## src/rtl/router_fifo.sv

```systemverilog
// Per-port output FIFO of the 1x3 router: stores {hdr_flag, byte} words and tracks the
// remaining length of the packet being read so data_out idles at zero between packets.
module router_fifo #(
  parameter int DEPTH = 16,
  parameter int WIDTH = 8,
  parameter int AW    = 4
) (
  input  logic             clk,
  input  logic             reset,
  input  logic             soft_reset,
  input  logic             write_enb,
  input  logic             read_enb,
  input  logic             lfd_state,
  input  logic [WIDTH-1:0] data_in,
  output logic [WIDTH-1:0] data_out,
  output logic             full,
  output logic             empty
);

  localparam int CW = WIDTH - 2;
  localparam logic [AW:0] PTR_ONE = {{AW{1'b0}}, 1'b1};
  localparam logic [CW-1:0] CNT_ONE = {{(CW-1){1'b0}}, 1'b1};

  logic [WIDTH:0]   mem_r [DEPTH];
  logic [AW:0]      wr_ptr_r;
  logic [AW:0]      rd_ptr_r;
  logic [CW-1:0]    pkt_cnt_r;
  logic [WIDTH-1:0] data_out_r;

  logic             full_s;
  logic             empty_s;
  logic             flush_s;
  logic             wr_accept_s;
  logic             rd_accept_s;
  logic [WIDTH:0]   rd_word_s;

  assign empty_s     = (wr_ptr_r == rd_ptr_r);
  assign full_s      = (wr_ptr_r[AW] != rd_ptr_r[AW]) &&
                       (wr_ptr_r[AW-1:0] == rd_ptr_r[AW-1:0]);
  assign flush_s     = reset | soft_reset;
  assign wr_accept_s = write_enb & ~full_s;
  assign rd_accept_s = read_enb & ~empty_s;
  assign rd_word_s   = mem_r[rd_ptr_r[AW-1:0]];

  assign full     = full_s;
  assign empty    = empty_s;
  assign data_out = data_out_r;

  // storage array; a flush only moves the pointers, so contents are left as they are
  always_ff @(posedge clk) begin
    if (!flush_s && wr_accept_s) begin
      mem_r[wr_ptr_r[AW-1:0]] <= {lfd_state, data_in};
    end
  end

  // pointers, packet length tracking and registered read data
  always_ff @(posedge clk) begin
    if (flush_s) begin
      wr_ptr_r   <= {(AW+1){1'b0}};
      rd_ptr_r   <= {(AW+1){1'b0}};
      pkt_cnt_r  <= {CW{1'b0}};
      data_out_r <= {WIDTH{1'b0}};
    end else begin
      if (wr_accept_s) begin
        wr_ptr_r <= wr_ptr_r + PTR_ONE;
      end
      if (rd_accept_s) begin
        rd_ptr_r   <= rd_ptr_r + PTR_ONE;
        data_out_r <= rd_word_s[WIDTH-1:0];
        // header byte is {len, addr}; remaining words are payload plus parity
        if (rd_word_s[WIDTH]) begin
          pkt_cnt_r <= rd_word_s[WIDTH-1:2] + CNT_ONE;
        end else if (pkt_cnt_r != {CW{1'b0}}) begin
          pkt_cnt_r <= pkt_cnt_r - CNT_ONE;
        end
      end else if (pkt_cnt_r == {CW{1'b0}}) begin
        data_out_r <= {WIDTH{1'b0}};
      end
    end
  end

endmodule

```

## config.mk

```make
export PLATFORM = sky130hd
export DESIGN_NAME = router_fifo
export DESIGN_NICKNAME = d
export VERILOG_FILES = /design/src/rtl/router_fifo.sv
export SDC_FILE = /design/constraint.sdc
export NUM_CORES = 1
export LEC_CHECK = 0
export ABC_AREA = 1
export BUFFER_PORTS_ARGS = -buffer_cell sky130_fd_sc_hd__clkbuf_2
export CAP_MARGIN = 40
export CORE_AREA = 5 5 139 208
export CTS_CLUSTER_DIAMETER = 30
export CTS_CLUSTER_SIZE = 12
export DETAILED_ROUTE_END_ITERATION = 8
export DIE_AREA = 0 0 144 213
export GPL_ROUTABILITY_DRIVEN = 1
export PLACE_DENSITY = 0.43
export SLEW_MARGIN = 10
export SYNTH_ARGS = -nofsm -noshare
export SYNTH_HDL_FRONTEND = slang
export SYNTH_SLANG_ARGS = --single-unit
```

## constraint.sdc

```tcl
create_clock -name clk -period 1.9 [get_ports clk]
set_input_delay 0.095 -clock clk [delete_from_list [all_inputs] [get_ports clk]]
set_output_delay 0.095 -clock clk [all_outputs]
set_load 0.05 [all_outputs]
```

==> summary.txt <==
Timing
  • Slew HR: around 74%
  • Hold WS: 0.0675 ns
  • Final Hold Viols: 0
  • Final Critical Period: 1.83 ns
  • Worst Skew: ~0.0095 ns
  • Final setup fails: 0
  • Pins Over Slew Limit: 0
  • Fmax achieved: between 0.5 and 0.6 GHz
  • Tcrit/Tclk final: a little over nine tenths
  • Unrepaired setup endpoints after global routing: true
  • Setup TNS: 0 ns
  • Worst Tran Pin Value: 0.386 ns

CTS
  • Sink Count: ~170
  • Clock slew at reported path FFs: roughly 0.060 ns
  • Cts bufs inserted: 17
  • Root buf cell: clkbuf_16
  • Clock tree buffer depth: 2
  • Skew-Pair Late Insertion Delay: 0.44 ns
  • CTS tree: done
  • H-tree levels: 4

Critical path
  • CP Capture Type: flop
  • Cells on worst reg2reg path: 9
  • Crit path max fanout: 5
  • R2R setup slack: 0.07 ns
  • Crit path depth: 9
  • Cells along the critical path: xor2_1 > nor2_1 > nand2_1 > or2_1 > nand2_2 > inv_2 > nand2_4 > nor3_4 > buf_6
  • CP delay by family, top: simple AND/OR/NAND/NOR gates
  • Critical path origin: wr_ptr_r[3]
  • Worst Path Required: ~2 ns
  • CP Buf/Inv Count: 2
  • Critical Path AT: between 1.5 and 2 ns
  • FF-to-FF End: mem_r[7][0]
  • R2r startpoint: wr_ptr_r[3]
  • Critical Setup Path Class: flop to flop
  • CP startpoint kind: flop
  • Crit-path slowest cell: dfxtp_1
  • Max incr delay on CP: between 0.3 and 0.4 ns
  • Worst setup endpoint: mem_r[7][0]

Detailed routing
  • Max layer used: met4
  • Antenna Nets Post-Route: 0
  • First-pass DRT Iterations: 4
  • Residual DRC: 0
  • DR vias: between 5000 and 6000
  • WL/cell: about 18 um
  • Metal2 WL: between 10000 and 15000 um
  • Met3 WL: around 570 um
  • Post-Route M1 WL: about 8300 um
  • Detailed Route WL: between 20000 and 25000 um
  • 1st-iter DRT viols: between 300 and 400
  • Vias per inst: 4.54

Pwr
  • Pleak: 0.00367 uW
  • Peak supply drop: between 0.0005 and 0.0006 V
  • Pwr Total: between 8000 and 9000 uW
  • Power Dens Cells: 878 nW/um^2

Hold path
  • Tightest Hold Check Type: input pin to flop

Status
  • Outcome: finished clean

Run
  • Max-cap violation count: 0

Floorplan
  • Area of the die: around 31000 um^2
  • I/O pin total: 24
  • Starting density of the core: about 28%
  • Die Ht: 213 um
  • Core area: between 20000 and 30000 um^2
  • Die W: between 100 and 150 um
  • Rows: 74

GRT
  • Initial antenna violation count: 0
  • Largest net degree at the start of global routing: 35
  • Total track usage: between 10% and 20%
  • First-pass GRT wire length: slightly above 30000 um
  • GR Overflow Total: 0
  • Vias in the first global route: about 5300

Placed design
  • Port bufs: 23
  • Routability congestion estimate: 0.770
  • DP Wirelength: around 14000 um

Layout
  • Most common cell after layout, fill and taps aside: nand2_1
  • Area growth, synth to finish: 27.4%
  • Share of cells above drive strength 1: approximately a quarter
  • Fin util: 35.1%
  • Layout fillers: around 2700
  • Most frequent cells in the layout: 167 x nand2_1, 144 x edfxtp_1, 59 x buf_4
  • Layout Nets: a little over 800
  • Antenna Cells: 0

Synth
  • Mapped Nets: roughly 720
  • Synthesis Warnings: 0
  • Sequential area share after synthesis: 65.8%
  • Number of library cell types mapped by synthesis: 34
  • Cell count after synthesis: 699
  • Post-Syn Area: 7430 um^2
  • Synth Register Bits: about 170
  • Mapped Avg Cell Area: 10.6 um^2
==> kinds of logic (layout without fill, tap and decap cells) <==
group | count (synthesis) | count (layout) | synth area share, %
compound gates | 96 | 96 | 7.40
xor+xnor | 8 | 8 | 0.943
simple gates | 320 | 320 | 18.1
buf+inv | 95 | 205 | 6.42
flops | 172 | 172 | 65.8
fa+ha+maj | 8 | 8 | 1.35
==> per-layer routing <==
layer / track usage (%) / vias to the layer above
met5: 0 / -
li1: - / 2562
met1: 15.8 / 2550
met4: 6.34 / 0
met3: 2.71 / 29
met2: 24.4 / 85
==> power breakdown <==
group / switching (uW) / leakage (uW) / internal, uW
logic: 362 / 0.00186 / 217
registers: 12.8 / 0.00152 / 4100
clock network: 1440 / 0.000292 / 2180
total: 1810 / 0.00367 / 6490
==> worst min path at each step <==
stage | startpoint | endpoint | slack, ns | cells past startpoint
6_report | read_enb | rd_ptr_r[0] | 0.07 | 4
5_1_grt | write_enb | wr_ptr_r[0] | 0.07 | 4
4_1_cts | read_enb | rd_ptr_r[0] | 0.05 | 4
3_5_place_dp | data_out[3] | data_out[3] | 0.46 | 2
3_3_place_gp | data_out[0] | data_out[0] | 0.46 | 2
2_1_floorplan | data_in[0] | mem_r[0][0] | 0.19 | 0
==> worst register-to-register path: stages (launching register included) <==
cell	delay [ns]
dfxtp_1	0.35
xor2_1	0.15
nor2_1	0.08
nand2_1	0.05
or2_1	0.14
nand2_2	0.10
inv_2	0.10
nand2_4	0.08
nor3_4	0.28
buf_6	0.20
==> flip-flops by register name, indices dropped and copies added, names as in the netlist, named ones only <==
register,flops
data_out,8
mem_r,144
rd_ptr_r,5
pkt_cnt_r,6
wr_ptr_r,5
==> cells in the mapped netlist <==
library cell  count  area share, %
o311ai_1          3           0.35
xor2_1            6           0.71
buf_1             1          0.050
a21oi_1          41            2.8
o21bai_1          3           0.30
edfxtp_1        144             58
o21ai_1          17            1.1
o211ai_1         10            1.0
a32o_1            1           0.13
buf_6            11            1.7
nand2_4           2           0.30
buf_2             8           0.54
nor3_1            4           0.27
nand4_1           1          0.084
nand2_1         178            9.0
dfxtp_1          28            7.5
o211ai_2          1           0.17
o21a_1            1           0.10
o21ai_0          15            1.0
nor2_2            1          0.084
inv_2             3           0.15
inv_1            59            3.0
a22oi_1           4           0.40
ha_1              8            1.3
nand2_2           5           0.42
nand3_1          59            4.0
nand3_2           5           0.67
xnor2_1           2           0.24
or2_1             1          0.084
clkinv_1          1          0.050
buf_4             6           0.61
inv_4             2           0.17
clkbuf_1          4           0.20
nor2_1           64            3.2
==> stage by stage <==
| step | setup slack [ns] | std cells | area, um^2 |
|---|---|---|---|
| after floorplan | -0.165 | 699 | 7460 |
| after global placement | -0.152 | 1102 | 8410 |
| after detailed placement | -0.154 | 1102 | 8410 |
| after CTS | 0.000401 | 1135 | 9080 |
| after global routing | -0.0385 | 1151 | 9460 |
| final | 0.0682 | 1151 | 9460 |
==> final cells by class <==
cell class | count | area (um^2) | share of cell area (%)
flip-flops and latches | 172 | 4890 | 51.7
inverters | 65 | 265 | 2.80
clock inverters | 14 | 176 | 1.86
multi-input cells | 432 | 2290 | 24.2
clock buffers | 18 | 429 | 4.54
repair buffers | 107 | 973 | 10.3
well taps | 342 | 428 | 4.52
repair inverters | 1 | 8.76 | 0.0926
==> timing repair <==
| action | 4_1_cts | 5_1_grt |
|---|---|---|
| setup buffers | 1 | 12 |
| hold endpoints to repair | 0 | 0 |
| pin swaps | 1 | 12 |
| cloned | 0 | 4 |
| setup endpoints to repair | 63 | 158 |
| gates resized for setup | 17 | 62 |
| hold buffers | 0 | 0 |
(Power assumes the default switching activity.)
